<file path="src/rtl/booth_pkg.sv">
// Shared definitions for the radix-4 Booth multiplier sequencer: operand
// width, fixed core latency and the controller state codes.
package booth_pkg;

    localparam int BOOTH_WIDTH   = 32;
    localparam int BOOTH_LATENCY = 48;

    // Controller state codes, kept as plain 3-bit constants so they stay
    // compatible with older tooling and waveform decoders.
    localparam logic [2:0] IDLE = 3'd0;
    localparam logic [2:0] CLR  = 3'd1;
    localparam logic [2:0] LOAD = 3'd2;
    localparam logic [2:0] RUN  = 3'd3;
    localparam logic [2:0] CAPT = 3'd4;
    localparam logic [2:0] DONE = 3'd5;

endpackage

</file>
<file path="src/rtl/booth_mult_ctrl_if.sv">
// Bundle of the operand/result handshakes and the multiplier core pins seen
// by booth_mult_ctrl. The slave modport is the controller's view; the master
// modport is the view of the upstream source, downstream sink and core.
interface booth_mult_ctrl_if #(
    parameter int WIDTH = 32
);
    logic                 i_valid;
    logic                 o_ready;
    logic [WIDTH-1:0]     i_inputA;
    logic [WIDTH-1:0]     i_inputB;
    logic                 o_valid;
    logic                 i_ready;
    logic [2*WIDTH-1:0]   o_result;
    logic                 o_busy;
    logic                 o_mult_rst;
    logic                 o_mult_load;
    logic [WIDTH-1:0]     o_multiplicand;
    logic [WIDTH-1:0]     o_multiplier;
    logic [2*WIDTH-1:0]   i_mult_product;

    modport slave (
        input  i_valid, i_inputA, i_inputB, i_ready, i_mult_product,
        output o_ready, o_valid, o_result, o_busy,
               o_mult_rst, o_mult_load, o_multiplicand, o_multiplier
    );

    modport master (
        output i_valid, i_inputA, i_inputB, i_ready, i_mult_product,
        input  o_ready, o_valid, o_result, o_busy,
               o_mult_rst, o_mult_load, o_multiplicand, o_multiplier
    );
endinterface

</file>
<file path="src/rtl/lat_down_counter.sv">
// Loadable down-counter that times the multiplier core's fixed compute
// window. Saturates at zero and flags when it gets there.
module lat_down_counter #(
    parameter int CNT_W = 6
) (
    input  logic             clk,
    input  logic             rst_n,
    input  logic             load,
    input  logic [CNT_W-1:0] load_val,
    input  logic             dec,
    output logic             zero
);
    logic [CNT_W-1:0] cnt_reg;

    // Load has priority over decrement; never wrap below zero.
    always_ff @(posedge clk or negedge rst_n) begin
        if (!rst_n) begin
            cnt_reg <= '0;
        end else if (load) begin
            cnt_reg <= load_val;
        end else if (dec && (cnt_reg != '0)) begin
            cnt_reg <= cnt_reg - 1'b1;
        end
    end

    assign zero = (cnt_reg == '0);
endmodule

</file>
<file path="src/rtl/booth_mult_ctrl.sv">
// Sequencer and result-capture stage for the sequential radix-4 Booth core.
// Accepts one signed operand pair, clears then loads the core, holds the
// operands for the whole compute window, captures the product and offers it
// downstream. Optional macro BOOTH_CTRL_ZERO_BYPASS_EN short-circuits
// operations with a zero operand straight to a zero result.
module booth_mult_ctrl
    import booth_pkg::*;
#(
    parameter int WIDTH   = BOOTH_WIDTH,
    parameter int LATENCY = BOOTH_LATENCY,
    parameter int CNT_W   = 6
) (
    input  logic                   i_clk,
    input  logic                   i_rst_n,
    booth_mult_ctrl_if.slave       bus
);
    localparam logic [CNT_W-1:0] RUN_LOAD = CNT_W'(LATENCY - 1);

    logic [2:0]           state_reg, state_next;
    logic [WIDTH-1:0]     opa_reg, opb_reg;
    logic [2*WIDTH-1:0]   result_reg;
    logic                 accept;
    logic                 cnt_zero;
    logic                 zero_op;

    assign accept = bus.i_valid && (state_reg == IDLE);

`ifdef BOOTH_CTRL_ZERO_BYPASS_EN
    assign zero_op = (bus.i_inputA == '0) || (bus.i_inputB == '0);
`else
    assign zero_op = 1'b0;
`endif

    // Next-state logic: one cycle per state except RUN (timed) and DONE (held).
    always_comb begin
        state_next = state_reg;
        case (state_reg)
            IDLE: if (accept) state_next = zero_op ? DONE : CLR;
            CLR:  state_next = LOAD;
            LOAD: state_next = RUN;
            RUN:  if (cnt_zero) state_next = CAPT;
            CAPT: state_next = DONE;
            DONE: if (bus.i_ready) state_next = IDLE;
            default: state_next = IDLE;
        endcase
    end

    // State register; reset abandons any operation in flight.
    always_ff @(posedge i_clk or negedge i_rst_n) begin
        if (!i_rst_n) begin
            state_reg <= IDLE;
        end else begin
            state_reg <= state_next;
        end
    end

    // Operand registers feed the core directly and stay put until next accept.
    always_ff @(posedge i_clk or negedge i_rst_n) begin
        if (!i_rst_n) begin
            opa_reg <= '0;
            opb_reg <= '0;
        end else if (accept) begin
            opa_reg <= bus.i_inputA;
            opb_reg <= bus.i_inputB;
        end
    end

    // Result capture; value persists after the output handshake.
    always_ff @(posedge i_clk or negedge i_rst_n) begin
        if (!i_rst_n) begin
            result_reg <= '0;
        end else if (state_reg == CAPT) begin
            result_reg <= bus.i_mult_product;
        end else if (accept && zero_op) begin
            result_reg <= '0;
        end
    end

    lat_down_counter #(
        .CNT_W    (CNT_W)
    ) u_lat_cnt (
        .clk      (i_clk),
        .rst_n    (i_rst_n),
        .load     (state_reg == LOAD),
        .load_val (RUN_LOAD),
        .dec      (state_reg == RUN),
        .zero     (cnt_zero)
    );

    // The core clear also follows our own reset so the core never holds a
    // stale accumulator across a controller reset.
    assign bus.o_mult_rst     = ~i_rst_n | (state_reg == CLR);
    assign bus.o_mult_load    = (state_reg == LOAD);
    assign bus.o_multiplicand = opa_reg;
    assign bus.o_multiplier   = opb_reg;
    assign bus.o_ready        = (state_reg == IDLE);
    assign bus.o_busy         = (state_reg != IDLE);
    assign bus.o_valid        = (state_reg == DONE);
    assign bus.o_result       = result_reg;
endmodule

</file>
<file path="src/flat_wrapper.sv">
// flat-port wrapper written by rule: the top's interface ports become plain ports
module booth_mult_ctrl_flat import booth_pkg::*;
#(
    parameter int WIDTH   = BOOTH_WIDTH,
    parameter int LATENCY = BOOTH_LATENCY,
    parameter int CNT_W   = 6
)
  (i_clk, i_rst_n, bus_i_valid, bus_i_inputA, bus_i_inputB, bus_i_ready, bus_i_mult_product, bus_o_ready, bus_o_valid, bus_o_result, bus_o_busy, bus_o_mult_rst, bus_o_mult_load, bus_o_multiplicand, bus_o_multiplier);
  booth_mult_ctrl_if #(.WIDTH(WIDTH)) bus_i ();
  input  logic i_clk;
  input  logic i_rst_n;
  input wire logic [$bits(bus_i.i_valid)-1:0] bus_i_valid;
  input wire logic [$bits(bus_i.i_inputA)-1:0] bus_i_inputA;
  input wire logic [$bits(bus_i.i_inputB)-1:0] bus_i_inputB;
  input wire logic [$bits(bus_i.i_ready)-1:0] bus_i_ready;
  input wire logic [$bits(bus_i.i_mult_product)-1:0] bus_i_mult_product;
  output wire logic [$bits(bus_i.o_ready)-1:0] bus_o_ready;
  output wire logic [$bits(bus_i.o_valid)-1:0] bus_o_valid;
  output wire logic [$bits(bus_i.o_result)-1:0] bus_o_result;
  output wire logic [$bits(bus_i.o_busy)-1:0] bus_o_busy;
  output wire logic [$bits(bus_i.o_mult_rst)-1:0] bus_o_mult_rst;
  output wire logic [$bits(bus_i.o_mult_load)-1:0] bus_o_mult_load;
  output wire logic [$bits(bus_i.o_multiplicand)-1:0] bus_o_multiplicand;
  output wire logic [$bits(bus_i.o_multiplier)-1:0] bus_o_multiplier;
  assign bus_i.i_valid = bus_i_valid;
  assign bus_i.i_inputA = bus_i_inputA;
  assign bus_i.i_inputB = bus_i_inputB;
  assign bus_i.i_ready = bus_i_ready;
  assign bus_i.i_mult_product = bus_i_mult_product;
  assign bus_o_ready = bus_i.o_ready;
  assign bus_o_valid = bus_i.o_valid;
  assign bus_o_result = bus_i.o_result;
  assign bus_o_busy = bus_i.o_busy;
  assign bus_o_mult_rst = bus_i.o_mult_rst;
  assign bus_o_mult_load = bus_i.o_mult_load;
  assign bus_o_multiplicand = bus_i.o_multiplicand;
  assign bus_o_multiplier = bus_i.o_multiplier;
  booth_mult_ctrl #(.WIDTH(WIDTH), .LATENCY(LATENCY), .CNT_W(CNT_W)) u_core (.i_clk(i_clk), .i_rst_n(i_rst_n), .bus(bus_i));
endmodule
</file>
<file path="config.mk">
export PLATFORM = sky130hd
export DESIGN_NAME = booth_mult_ctrl_flat
export DESIGN_NICKNAME = d
export VERILOG_FILES = /design/src/rtl/booth_pkg.sv /design/src/rtl/booth_mult_ctrl_if.sv /design/src/rtl/lat_down_counter.sv /design/src/rtl/booth_mult_ctrl.sv /design/src/flat_wrapper.sv
export SDC_FILE = /design/constraint.sdc
export NUM_CORES = 1
export LEC_CHECK = 0
export CORE_MARGIN = 1
export CORE_UTILIZATION = 44
export CTS_BUF_LIST = sky130_fd_sc_hd__clkbuf_16
export DETAILED_ROUTE_END_ITERATION = 6
export PLACE_DENSITY = 0.84
export RECOVER_POWER = 50
export SLEW_MARGIN = 20
export SYNTH_ARGS = -nofsm -noshare
export SYNTH_HDL_FRONTEND = slang
export SYNTH_SLANG_ARGS = --single-unit
</file>
<file path="constraint.sdc">
create_clock -name i_clk -period 2.37 [get_ports i_clk]
set_input_delay 0.237 -clock i_clk [delete_from_list [all_inputs] [get_ports i_clk]]
set_output_delay 0.237 -clock i_clk [all_outputs]
set_load 0.02 [all_outputs]
</file>
; ---- After elaboration in Yosys (flattened, before gate mapping)
; Cells that the tools add are included.
[classes]
add_sub_neg = 1
n_eq_ne = 8
muxes = 6
n_bitwise = 2
n_reduce_logical = 8
[op_table]
columns = cell, count
row1 = $pmux W3 S6, 1
row2 = $mux W6, 2
row3 = $mux W3, 3
row4 = $eq A3 B2 Y1 const B, 2
row5 = $eq A3 B3 Y1 const B, 2
row6 = $logic_not A6 Y1, 1
row7 = $reduce_bool A6 Y1, 1
row8 = $sub A6 B1 Y6 const B, 1
row9 = $ne A2 B1 Y1 const B, 2
row10 = $eq A3 B1 Y1 const B, 1
row11 = $logic_not A3 Y1, 1
row12 = $reduce_and A3 Y1, 1
row13 = $reduce_bool A3 Y1, 1
row14 = $logic_and A1 B1 Y1, 2
row15 = $ne A2 B2 Y1 const B, 1
row16 = $reduce_bool A2 Y1, 1
row17 = $not A1 Y1, 1
row18 = $or A1 B1 Y1, 1
[word_totals]
ff_bits = 137
input_bits = 132
out_inout_bits = 133
wordCells = 30

; ---- Depth between registers and ports, before layout
[logic_depth]
ltp_word = 4
depth_mapped = 6
mapped_depth_nobuf = 5

; ---- By module
; A second synthesis with hierarchy kept.
[hier_totals]
hier_cells = 340
hier_area_um2 = 5709.2
[by_module_without_submodules]
columns = mod, n_inst, cells_per_inst, area_per_inst_um2, seq_area_each_um2
row1 = booth_mult_ctrl, 1, 296, 5313.8, 3278.1
row2 = lat_down_counter, 1, 44, 395.4, 150.1

; ---- Worst setup path before layout
; No wires, ideal clock.
[synth_timing]
kind = flip-flop to flip-flop
from = reg u_core.state_reg[0]
to = reg u_core.opa_reg[0] (netlist: u_core.bus.o_multiplicand[0])
setup_time_ns = 0.125
t_arrival_ns = 1.726
required_time_ns = 2.245
path_slack_ns = 0.520
stages_incl_launch_ff = 7
n_path_buf = 3
period_less_slack_ns = 1.850
path_cell_list = dfrtp_1 > buf_2 > nor3_2 > and2_1 > buf_4 > buf_6 > mux2_2
[synth_between]
elab_chain_len = 2
[synth_rtl]
columns = element, line_no
row1 = start: declaration, booth_mult_ctrl.sv:19  ; logic [2:0] state_reg, state_next;
row2 = start signal: assignment, booth_mult_ctrl.sv:53  ; state_reg <= state_next;
row3 = $logic_not A3 Y1, -
row4 = via bus_o_ready, flat_wrapper.sv:17  ; output wire logic [$bits(bus_i.o_ready)-1:0] bus_o_ready;
row5 = $logic_and A1 B1 Y1, booth_mult_ctrl.sv:26  ; assign accept = bus.i_valid && (state_reg == IDLE);
row6 = end signal: assignment, booth_mult_ctrl.sv:63  ; opa_reg <= bus.i_inputA;
row7 = end: declaration, booth_mult_ctrl.sv:20  ; logic [WIDTH-1:0] opa_reg, opb_reg;
; The timed path passes the listed nets, and every way through them passes these cells.
; A chain may end at the register's enable or synchronous reset.

; ---- Worst setup path in the final report
[layout_timing]
from = reg u_core.state_reg[2]
to = out bus_o_mult_load
[layout_between]
elab_chain_len = 1
[layout_rtl]
columns = element, line_no
row1 = $eq A3 B2 Y1, booth_mult_ctrl.sv:93  ; assign bus.o_mult_load = (state_reg == LOAD);
row2 = end: declaration, flat_wrapper.sv:22  ; output wire logic [$bits(bus_i.o_mult_load)-1:0] bus_o_mult_load;
; Every way passes these cells.

==> reports/results.txt <==
Status: finished clean
CP Class: reg -> out
Worst-Margin Slew: 1.203 ns
EDFF count, synth: 0
Synth async-reset ratio: 100.0%
Syn Nets: 467
CP required: 2.13 ns
GPL Wtd Cong: 0.7868
Clk slew on worst S/H paths: 0.05 ns
Number of clock sinks: 137
Setup Viol. Count Final: 0
CP top delay family: buffers and inverters
Nets: 737
Post-CTS setup buffers: 0
RSZ-0062 raised after global routing: no
PortBufs: 264
Fmax: 463.0 MHz
Hold WC Path Type: in -> reg
Clock buffer depth: 2
CTS Buf Count: 17
Grt ovf: 0
Peak supply drop: 0.6521 mV
Clock Skews: 0.005598 ns
Pin count of the biggest net entering global routing: 138
Avg Cell Area, Syn: 16.15 sq um
Final Hold Fails: 0
DP Area: 8105 sq um
Leakage: 3.884 nW
Rel. slew slack: 19.77%
Worst-skew pair later-pin latency: 0.41 ns
Overall die width: 112.5 um
ANT nets after route: 0
Area delta synth->final: 61.88%
Number of synthesized register bits: 137
I/O Pins: 265
Drt wl/cell: 17.93 um
Layout cell share with drive strength beyond 1: 25.20%
DR iter-0 viols: 225
Startpoint Class: flop
Number of flip-flops in the largest register: 64
Htree depth: 4
DR vias/cell: 4.993
Initial Utilization: 44.95%
Crit path DAT: 1.92 ns
Die height: 112.5 um
Buf+Inv Stages, Crit Path: 1
Netlist Area Pre-Place: 5376 sq um
Crit end category: output pin
Layout Cell Area excl Fill: 8703 sq um
Filler instances: 834
Post-route DRC: 0
Synth Flop Type: dfrtp_1
Final setup TNS: 0 ns
Netlist cell types: 37
Total GRT Usage: 22.41%
Syn. warnings: 0
Crit Path Max Fanout: 10
Root Buffer: clkbuf_16
Vias in the first global route: 4,154
Fin crit period: 2.160 ns
First-pass GRT wire length: 21,390 um
Total via count in the routed design: 3,805
First-pass DRT Iterations: 4
Power Density: 1116 nW/um^2
MaxCap Viol Count: 0
Syn Inst Count: 333
Die area: 12,670 sq um
Slew Limit Fails: 0
CTS tree: yes
Core area: 11,960 sq um
Crit-path cells: nand2b_2 -> nor2_1 -> clkdlybuf4s50_1
Final wirelength: 13,660 um
Fin crit share: 91.13%
Dpl hpwl: 10,030 um
Initial antenna violation count: 0
Num rows: 40
Antenna Cells: 0
Post-synthesis sequential area ratio: 63.77%
Crit-path slowest cell: clkdlybuf4s50_1
Crit-path max cell delay: 0.63 ns
[area by class of cell]
class / instances / area, sq um / share of cell area [%]
clock buffer: 17 / 425.4 / 4.888
clock inverter: 14 / 186.4 / 2.142
inverter: 4 / 15.01 / 0.1725
multi-input combinational: 175 / 1765 / 20.28
sequential: 137 / 3430 / 39.40
tap: 147 / 183.9 / 2.113
timing repair buffer: 268 / 2698 / 30.99
[kinds of logic (layout without fill, tap and decap cells)]
logic type               after synthesis  count (layout)  share of synthesized area (%)
AO/OA/AOI/OAI                         20              20                          2.677
adder cells (fa/ha/maj)                2               2                         0.4654
buffers and inverters                 21             303                          3.258
flip-flops                           137             137                          63.77
multiplexers                         128             128                          26.81
AND/OR/NAND/NOR                       25              25                          3.025
[power breakdown]
group	switching (mW)	leakage, nW	total [mW]	internal, mW
Clock	0.909	0.303	2.74	1.83
Combinational	1.62	1.84	3.45	1.83
Sequential	0.447	1.74	3.53	3.08
[worst paths after layout]
kind                                                         start                                      end  slack [ns]  cells after the start
max in group asynchronous                                  i_rst_n          u_core.state_reg[0]$_DFFE_PN0P_        0.73                      3
min reg2reg                u_core.bus.o_multiplier[18]$_DFFE_PN0P_  u_core.bus.o_multiplier[18]$_DFFE_PN0P_        0.50                      1
min in group asynchronous                                  i_rst_n      u_core.bus.o_result[40]$_DFFE_PN0N_        0.84                      3
min                                         bus_i_mult_product[11]      u_core.bus.o_result[11]$_DFFE_PN0N_        0.43                      2
max                                u_core.state_reg[2]$_DFFE_PN0P_                          bus_o_mult_load        0.21                      3
max reg2reg                        u_core.state_reg[0]$_DFFE_PN0P_      u_core.bus.o_result[25]$_DFFE_PN0N_        0.35                      3
[routing by layer]
layer | GRT usage, % | vias to the layer above | wire, um
li1 | - | 1726 | -
met1 | 24.40 | 1869 | 5090
met2 | 38.77 | 179 | 7181
met3 | 8.153 | 31 | 1041
met4 | 10.76 | 0 | 348
met5 | 0 | - | 0
[layout by cell type (no fill, tap or decap), types with 3 or more instances in the layout]
cell,count
bufinv_16,5
dlygate4sd3_1,65
clkinv_1,6
dfrtp_1,136
clkbuf_16,17
o21ai_0,3
nor2_1,4
clkdlybuf4s50_1,199
mux2_1,5
mux2_2,123
and3_1,3
inv_1,4
o21a_1,3
[per-stage QoR]
step	setup WS (ns)	hold WS (ns)	util (%)	power (mW)	cells
final	0.2102	0.4316	72.76	9.717	762
after global routing	0.1124	0.4261	72.76	10.16	762
after CTS	0.04280	0.4149	72.96	9.975	762
after detailed placement	0.4468	0.4274	67.76	7.191	730
after global placement	0.5176	0.4213	67.76	7.025	730
after floorplan	0.5196	-0.05859	-	5.232	333
[cells in the mapped netlist (3+ instances only)]
| cell type | n | area, sq um |
|---|---|---|
| o21ai_0 | 3 | 15.01 |
| o21a_1 | 3 | 22.52 |
| mux2_2 | 123 | 1385 |
| and3_1 | 3 | 18.77 |
| nor2_1 | 4 | 15.01 |
| inv_1 | 3 | 11.26 |
| buf_6 | 12 | 135.1 |
| mux2_1 | 5 | 56.30 |
| nand2b_1 | 3 | 18.77 |
| dfrtp_1 | 137 | 3428 |
[worst register-to-register path: stages, from the launching register on]
cell and delay [ns]:
dfrtp_2 0.51, nor3_1 0.56, buf_12 0.35, mux2_2 0.47
[repair_timing]
action / in CTS / in global routing
endpoints found under the setup margin: 0 / 2
gates resized for setup: 0 / 2
hold endpoints to repair: 137 / 0
hold buffers: 1 / 0
Power figures use the tool's default switching activity.
